--- config.mk ---
export PLATFORM = sky130hd
export DESIGN_NAME = mmio_port_responder
export DESIGN_NICKNAME = d
export VERILOG_FILES = /design/src/rtl/mmio_port_responder.sv
export SDC_FILE = /design/constraint.sdc
export NUM_CORES = 1
export LEC_CHECK = 0
export CORE_ASPECT_RATIO = 1.2
export CORE_MARGIN = 4
export CORE_UTILIZATION = 30
export CTS_CLUSTER_DIAMETER = 30
export CTS_CLUSTER_SIZE = 14
export DETAILED_ROUTE_END_ITERATION = 10
export PLACE_DENSITY_LB_ADDON = 0.25
export SYNTH_ARGS = -nofsm -noshare
export SYNTH_HDL_FRONTEND = slang
export SYNTH_SLANG_ARGS = --single-unit
export TNS_END_PERCENT = 5
--- constraint.sdc ---
create_clock -name clk -period 2.5 [get_ports clk]
set_input_delay 0.375 -clock clk [delete_from_list [all_inputs] [get_ports clk]]
set_output_delay 0.375 -clock clk [all_outputs]
set_load 0.1 [all_outputs]
--- src/rtl/mmio_port_responder.sv ---
// MMIO responder: 16-byte window with output port, synced input port, edge capture and IRQ.
// Latency: Ready pulses WAIT_STATES+1 cycles after Hit is first sampled; ReadData is valid with it.
// Backpressure: none; the initiator holds the request until Ready, and the FSM accepts one access at a time.
module mmio_port_responder #(
    parameter logic [31:0] BASE_ADDR   = 32'h1001_0000,
    parameter int unsigned WAIT_STATES = 1,
    parameter logic [31:0] OUT_RESET   = 32'h0000_0000
) (
    input  logic        clk,
    input  logic        reset,
    input  logic [31:0] Address,
    input  logic [31:0] WriteData,
    input  logic        MemWrite,
    input  logic        MemRead,
    output logic [31:0] ReadData,
    output logic        Ready,
    output logic        Hit,
    input  logic [7:0]  PortIn,
    output logic [31:0] PortOut,
    output logic        Irq
);

    localparam logic [1:0] OFF_PORT_OUT    = 2'd0;
    localparam logic [1:0] OFF_PORT_IN     = 2'd1;
    localparam logic [1:0] OFF_EDGE_STATUS = 2'd2;
    localparam logic [1:0] OFF_EDGE_MASK   = 2'd3;

    localparam int unsigned WS_M1    = (WAIT_STATES > 0) ? WAIT_STATES - 1 : 0;
    localparam logic [3:0]  CNT_INIT = WS_M1[3:0];

    typedef enum logic [1:0] {
        S_IDLE,
        S_WAIT,
        S_ACK
    } state_t;

    typedef struct packed {
        logic [1:0]  offset;
        logic        isWrite;
        logic [31:0] data;
    } req_t;

    state_t      state;
    logic [3:0]  cnt;
    req_t        req;
    req_t        reqIn;

    logic [7:0]  sync1;
    logic [7:0]  sync2;
    logic [7:0]  edgeStatus;
    logic [7:0]  edgeMask;
    logic [7:0]  statusNext;
    logic [7:0]  maskNext;
    logic [7:0]  clrBits;

    logic        commit;
    logic [1:0]  readOffset;
    logic        readIsWrite;
    logic [31:0] readValue;
    logic [31:0] readWord;

    logic        unusedAddrBits;

    assign unusedAddrBits = ^Address[1:0];

    assign Hit = (Address[31:4] == BASE_ADDR[31:4]) && (MemRead || MemWrite);

    always_comb begin
        reqIn.offset  = Address[3:2];
        reqIn.isWrite = MemWrite;
        reqIn.data    = WriteData;
    end

    // With zero wait states ACK is entered straight from IDLE, before the request is latched.
    assign readOffset  = (state == S_IDLE) ? Address[3:2] : req.offset;
    assign readIsWrite = (state == S_IDLE) ? MemWrite     : req.isWrite;

    always_comb begin
        readValue = 32'h0;
        case (readOffset)
            OFF_PORT_OUT:    readValue = PortOut;
            OFF_PORT_IN:     readValue = {24'h0, sync2};
            OFF_EDGE_STATUS: readValue = {24'h0, edgeStatus};
            OFF_EDGE_MASK:   readValue = {24'h0, edgeMask};
            default:         readValue = 32'h0;
        endcase
    end

    assign readWord = readIsWrite ? 32'h0 : readValue;

    assign commit = (state == S_ACK) && req.isWrite;

    assign clrBits  = (commit && req.offset == OFF_EDGE_STATUS) ? req.data[7:0] : 8'h00;
    // A new edge in the same cycle as a clear of that bit keeps the bit set.
    assign statusNext = (edgeStatus & ~clrBits) | (sync1 & ~sync2);
    assign maskNext   = (commit && req.offset == OFF_EDGE_MASK) ? req.data[7:0] : edgeMask;

    always_ff @(posedge clk or negedge reset) begin
        if (!reset) begin
            state    <= S_IDLE;
            cnt      <= 4'd0;
            req      <= '0;
            Ready    <= 1'b0;
            ReadData <= 32'h0;
        end else begin
            case (state)
                S_IDLE: begin
                    if (Hit) begin
                        req <= reqIn;
                        if (WAIT_STATES > 0) begin
                            state <= S_WAIT;
                            cnt   <= CNT_INIT;
                        end else begin
                            state    <= S_ACK;
                            Ready    <= 1'b1;
                            ReadData <= readWord;
                        end
                    end
                end
                S_WAIT: begin
                    if (cnt == 4'd0) begin
                        state    <= S_ACK;
                        Ready    <= 1'b1;
                        ReadData <= readWord;
                    end else begin
                        cnt <= cnt - 4'd1;
                    end
                end
                S_ACK: begin
                    state    <= S_IDLE;
                    Ready    <= 1'b0;
                    ReadData <= 32'h0;
                end
                default: begin
                    state    <= S_IDLE;
                    Ready    <= 1'b0;
                    ReadData <= 32'h0;
                end
            endcase
        end
    end

    always_ff @(posedge clk or negedge reset) begin
        if (!reset) begin
            sync1      <= 8'h00;
            sync2      <= 8'h00;
            edgeStatus <= 8'h00;
            edgeMask   <= 8'h00;
            Irq        <= 1'b0;
            PortOut    <= OUT_RESET;
        end else begin
            sync1      <= PortIn;
            sync2      <= sync1;
            edgeStatus <= statusNext;
            edgeMask   <= maskNext;
            Irq        <= |(statusNext & maskNext);
            if (commit && req.offset == OFF_PORT_OUT) begin
                PortOut <= req.data;
            end
        end
    end

endmodule

==> metrics.md, run 1 <==
| Metric | Value |
|---|---|
| Nets | 589 |
| Sequential element share of the synthesized area | 64.76% |
| Largest net degree at the start of global routing | 54 |
| Internal | 3982 uW |
| Distinct cells, synth | 36 |
| Most common cell in the synthesized netlist | dfrtp_1 |
| Clock power frac | 50.0% |
| Worst-path clk slew | 0.05 ns |
| Worst setup SP type | primary input |
| Post-synth EDFFs | 0 |
| Critical Path AT | 1.91 ns |
| Layout cell share with drive strength beyond 1 | 36.45% |
| Die X | 130.2 um |
| Initial Util | 30.57% |
| Crit path from | Address[17] |
| Min-delay src | sync1[0] |
| Drt first pass iters | 4 |
| Cell area after synthesis | 5371 sq um |
| Tcrit/Tclk final | 91.54% |
| Chip Height | 154.6 um |
| Area share of the largest cell type after synthesis | 64.76% |
| Leak | 0.003668 uW |
| Antenna violations before repair | 1 |
| Post-Route WL | 13,010 um |
| RSZ-0062 raised after global routing | false |
| Post-CTS resize count | 0 |
| Combinational share of power | 4.1% |
| DR vias | 3,492 |
| Synth warn | 0 |
| Crit-path max FO | 2 |
| Area delta synth->final | 41.28% |
| # rows | 53 |
| Filler Cells Inserted | 1,625 |
| Worst setup EP type | output port |
| Setup violators final | 0 |
| Critical R2R Launch | state[1] |
| Main synth FF type | dfrtp_1 |
| Switching share of power | 19.59% |
| Post-synth top area cell | dfrtp_1 |
| # diodes | 0 |
| Clock Tree Root | clkbuf_16 |
| Setup CP Type | primary input to output port |
| Latest clock arrival within the worst-skew pair | 0.41 ns |
| Met2 Use GR | 23.11% |
| Slew @ Worst Pin | 0.6187 ns |
| Power share of the sequential group | 45.9% |
| Peak Freq | 0.4370 GHz |
| Max clock buf depth | 2 |
| Min cycle time layout | 2.288 ns |
| Grt total ovfl | 0 |
| Post-layout util | 43.18% |
| Synth top area cells | dfrtp_1, mux2_2, a22o_1, mux2_1, mux4_2 |
| Worst path required time | 2.12 ns |
| Final ANT Viol Nets | 0 |
| TritonCTS buffer count | 17 |
| Post-CTS setup buffer count | 0 |
| Routability cong. | 0.7229 |
| Iteration-0 DRC count of the detailed router | 86 |
| First-pass GRT wire length | 20,930 um |
| Max-Cap Viols | 0 |
| DRC | 0 |
| Setup_tns | 0 ns |
| FFs w/ async S/R, synth | 100.0% |
| Routed wire per std cell | 17.49 um |
| Switching pwr | 970.2 uW |
| P per Cell Area | 652.7 nW/um^2 |
| PortBufs | 140 |
| Final hold vios | 0 |
| #FFs+latches synth | 139 |
| Core Region | 17,570 sq um |
| Die ar. | 20,120 sq um |
| Slew Viols, Final | 0 |
| CTS Sinks | 139 |
| Met3 GRT Util | 4.249% |
| Vias in the first global route | 3,935 |
| Hold crit path type | flip-flop to flip-flop |
| Gr usage total | 13.57% |
| CTS tree | yes |
| Top cells by count, synth | dfrtp_1, mux2_2, a22o_1 |
| Synth Area per Inst | 15.44 sq um |
| Status | finished, final reports clean |
| Vias per cell | 4.694 |
| Met1 Usage GRT | 15.95% |
| Worst rel slew slack | 58.32% |
| Post-CTS Hold Buffers | 1 |
| Htree depth | 4 |
| Post-DP HPWL | 9254 um |
| IO Pins | 143 |
| Mapped Cells | 348 |
| Syn_nets | 425 |
| Skew final | 0.01232 ns |
| Most Used Layer, Global Route | met2 |
| Worst IR Drop VDD | 0.3666 mV |
==> logic make-up (layout without fill, tap and decap cells) <==
kind of cell,count (synthesis),in the layout,share of synthesized area [%]
DFF,139,139,64.76
adders and majority gates,1,1,0.2329
muxes,86,86,19.94
AOI/OAI and AO/OA,59,59,8.153
xor gates and xnor gates,1,1,0.1631
buffers and inverters,27,203,2.748
and+or+nand+nor,35,35,4.007
==> area by class of cell <==
cell class | count | area [sq um] | share of cell area, %
well taps | 220 | 275.3 | 3.627
repair buffers | 160 | 1425 | 18.78
flip-flops and latches | 139 | 3478 | 45.84
multi-input cells | 182 | 1775 | 23.40
clock inverters | 7 | 87.58 | 1.154
clock buffers | 24 | 501.7 | 6.612
inverters | 12 | 45.04 | 0.5936
==> stage by stage <==
| stage | hold WS, ns | setup WS (ns) | cell area (sq um) | std cells | total power, uW |
|---|---|---|---|---|---|
| finish | 0.3769 | 0.2115 | 7589 | 744 | 4953 |
| CTS | 0.3789 | 0.2157 | 7589 | 744 | 5035 |
| floorplan | 0.07941 | 0.4391 | 5374 | 348 | 2340 |
| global route | 0.3793 | 0.1580 | 7589 | 744 | 5163 |
| detailed placement | 0.3249 | 0.01546 | 6989 | 712 | 2520 |
| global placement | 0.3190 | 0.04312 | 6989 | 712 | 2515 |
==> worst paths after layout <==
kind	end	slack, ns	depth (start not counted)
min in group asynchronous	sync2[7]	0.44	2
setup reg to reg	Irq	0.39	6
max in group asynchronous	cnt[2]	1.27	3
setup / recovery	Hit	0.21	6
hold / removal	sync2[0]	0.38	0
hold reg to reg	sync2[0]	0.38	0
==> sequential cells by signal, summed over array words and instances (netlist names), 4 cells and up <==
signal / cells
PortOut: 32
req: 35
cnt: 4
edgeStatus: 8
ReadData: 32
edgeMask: 8
sync1: 8
sync2: 8
==> layout by cell type, fill, tap and decap left out, drive strengths merged <==
cell           Yosys  routed
dfrtp            139     139
buf               10      87
mux2              75      75
clkdlybuf4s50      0      72
a22o              32      32
clkbuf             5      24
o21ai             18      18
inv               12      12
nand2             11      11
mux4               8       8
nor4               7       7
nor2               7       7
a22oi              4       4
clkinv             0       4
nand4              3       3
mux2i              3       3
bufinv             0       2
nor4b              2       2
nand4bb            1       1
o2111ai            1       1
nor2b              1       1
nor3b              1       1
a21oi              1       1
nand2b             1       1
o41ai              1       1
a2bb2oi            1       1
o22ai              1       1
and3               1       1
xnor2              1       1
ha                 1       1
clkinvlp           0       1
dlygate4sd3        0       1
==> worst max-delay path: stages <==
cell	delay, ns
clkdlybuf4s50_1	0.41
nor4b_1	0.32
o2111ai_1	0.27
buf_4	0.22
nor2_2	0.13
buf_12	0.19
==> routing by layer <==
| layer | part of all wire, % | up-vias | routed length [um] |
|---|---|---|---|
| li1 | - | 1614 | - |
| met1 | 40 | 1776 | 5250 |
| met5 | 0.092 | - | 12 |
| met4 | 1.7 | 2 | 221 |
| met2 | 53 | 82 | 6869 |
| met3 | 5.1 | 18 | 660 |
==> power groups by stage <==
stage	Sequential [uW]	Combinational, uW	Clock [uW]
floorplan	2310	30.9	0
global placement	2310	206	0
detailed placement	2310	210	0
CTS	2270	211	2550
global route	2270	226	2670
finish	2270	205	2480
(Power assumes the default switching activity.)
==> run 2, diff against run 1 <==
--- a/config.mk
+++ b/config.mk
@@ -12,6 +12,7 @@
 export CTS_CLUSTER_SIZE = 14
 export DETAILED_ROUTE_END_ITERATION = 10
 export PLACE_DENSITY_LB_ADDON = 0.25
+export SKIP_LAST_GASP = 1
 export SYNTH_ARGS = -nofsm -noshare
 export SYNTH_HDL_FRONTEND = slang
 export SYNTH_SLANG_ARGS = --single-unit
==> results of run 2 <==
Final layout, timing and power as in run 1 (identical DEF).
==> run 3, diff against run 2 <==
--- a/config.mk
+++ b/config.mk
@@ -11,7 +11,7 @@
 export CTS_CLUSTER_DIAMETER = 30
 export CTS_CLUSTER_SIZE = 14
 export DETAILED_ROUTE_END_ITERATION = 10
-export PLACE_DENSITY_LB_ADDON = 0.25
+export PLACE_DENSITY = 0.64
 export SKIP_LAST_GASP = 1
 export SYNTH_ARGS = -nofsm -noshare
 export SYNTH_HDL_FRONTEND = slang
==> run 3 against run 2 <==
  * Clock skew decreased by 0.0041 ns
  * Critical endpoint unchanged
  * Global-route usage down 0.45 points
  * Sequential power is essentially flat
  * Worst hold slack got worse by 0.0038 ns
  * First-iteration DRC count up 43%
  * Cell count is 0.13% lower
  * Die area unchanged
  * Worst setup slack lost 0.016 ns
  * Critical path type unchanged
  * Clock-buffer cell count decreased by 7
==> metrics.md, run 3 (synthesis results as in run 1) <==
| Metric | Value |
|---|---|
| Hold crit path type | flip-flop to flip-flop |
| Slew @ Worst Pin | 0.6494 ns |
| IO Pins | 143 |
| Crit-path max FO | 2 |
| Drt first pass iters | 4 |
| Iteration-0 DRC count of the detailed router | 123 |
| Largest net degree at the start of global routing | 65 |
| Critical-path cell list | clkdlybuf4s50_1, nor4b_1, o2111ai_1, buf_4, nor2_2, buf_12 |
| Peak Freq | 0.4339 GHz |
| Die X | 130.2 um |
| Worst-path clk slew | 0.07 ns |
| CP max stage cell | clkdlybuf4s50_1 |
| Worst path required time | 2.12 ns |
| Core Region | 17,570 sq um |
| Vias in the first global route | 3,821 |
| Largest Register | req |
| Leading cell type in the layout, fill and taps excluded | dfrtp_1 |
| Design Area, Final | 7606 sq um |
| Chip Height | 154.6 um |
| Grt total ovfl | 0 |
| Final ANT Viol Nets | 0 |
| CTS Sinks | 139 |
| DR vias | 3,551 |
| Skew final | 0.008201 ns |
| Post-Route WL | 12,610 um |
| Clock Tree Root | clkbuf_16 |
| # rows | 53 |
| Critical Path AT | 1.93 ns |
| Area delta synth->final | 41.60% |
| TritonCTS buffer count | 17 |
| Multi-input gate area | 1777 sq um |
| Setup CP Type | primary input to output port |
| Initial Util | 30.57% |
| Fin Hold WS | 0.3732 ns |
| Die ar. | 20,120 sq um |
| Slew Viols, Final | 0 |
| CP max stage delay | 0.41 ns |
| Latest clock arrival within the worst-skew pair | 0.41 ns |
| Final worst setup slack | 0.1953 ns |
| Worst rel slew slack | 56.25% |
| Final Power | 4973 uW |
| Vias per cell | 4.779 |
| Gr usage total | 13.12% |
| DP Area | 6999 sq um |
| Number of flip-flops in the largest register | 35 |
| Status | finished, final reports clean |
| Htree depth | 4 |
| Setup_tns | 0 ns |
| Nets | 587 |
| P per Cell Area | 653.8 nW/um^2 |
| First-pass GRT wire length | 20,560 um |
| CTS tree | yes |
| DRC | 0 |
| Max clock buf depth | 2 |
| Post-DP HPWL | 9052 um |
| Final hold vios | 0 |
| Leak | 0.003669 uW |
| Met2 Use GR | 21.76% |
| Setup violators final | 0 |
| PortBufs | 140 |
| Min cycle time layout | 2.305 ns |
| Most Used Layer, Global Route | met2 |
| # diodes | 0 |
| Met3 GRT Util | 3.247% |
| Worst setup EP type | output port |
| Biggest regs | req (35), PortOut (32), ReadData (32) |
| Routed wire per std cell | 16.97 um |
| Routability cong. | 0.7781 |
| Antenna violations before repair | 0 |
| Layout cell share with drive strength beyond 1 | 36.90% |
| Most frequent cells in the layout | dfrtp_1, buf_4, clkdlybuf4s50_1 |
| Worst IR Drop VDD | 0.4480 mV |
| Filler Cells Inserted | 1,599 |
| Max-Cap Viols | 0 |
| Worst setup SP type | primary input |
| Register area | 3478 sq um |
| Placement Setup Slack | 0.04365 ns |
| RSZ-0062 raised after global routing | false |
| Met1 Usage GRT | 16.50% |
| Post-CTS setup buffer count | 0 |
| Tcrit/Tclk final | 92.19% |
## run 3: layout make-up
type / count / share of cell area, %
clock inverter: 15 / 2.237
clock buffer: 17 / 5.593
multi-input combinational: 182 / 23.36
inverter: 12 / 0.5922
tap: 220 / 3.619
sequential: 139 / 45.73
timing repair buffer: 158 / 18.87
## run 3: through the flow
step | std cells | utilization (%)
floorplan | 348 | -
global placement | 710 | 39.83
detailed placement | 710 | 39.83
CTS | 743 | 43.28
global route | 743 | 43.28
finish | 743 | 43.28
## run 3: what timing repair did
action                                 in CTS  in global routing
endpoints found under the hold margin      61                  0
gates resized for setup                     0                  1
hold buffers                                1                  0
setup endpoints to repair                   0                 24
## run 3: worst paths after layout
path | slack (ns) | startpoint | cells after the start | endpoint
max reg2reg | 0.37 | state[1] | 6 | Irq
min reg2reg | 0.37 | sync1[6] | 0 | sync2[6]
max | 0.20 | Address[17] | 6 | Hit
min | 0.37 | sync1[6] | 0 | sync2[6]
max in group asynchronous | 1.29 | reset | 3 | sync2[1]
min in group asynchronous | 0.51 | reset | 2 | ReadData[26]
## run 3: where the power goes
| group | internal, uW | switching (uW) | total [uW] |
|---|---|---|---|
| combinational | 129 | 75.5 | 204 |
| sequential | 2260 | 6.24 | 2270 |
| clock | 1430 | 1070 | 2500 |
| total | 3820 | 1150 | 4970 |
## run 3: routing by layer
| layer | share of wire (%) | vias up |
|---|---|---|
| li1 | - | 1615 |
| met1 | 41 | 1823 |
| met2 | 52 | 99 |
| met5 | 0 | - |
| met4 | 1.3 | 0 |
| met3 | 5.0 | 14 |
## run 3: critical path, delay by kind of cell
kind,cells,cell delay [ns]
AOI/OAI and AO/OA,1,0.26
buffers and inverters,3,0.81
and+or+nand+nor,2,0.48
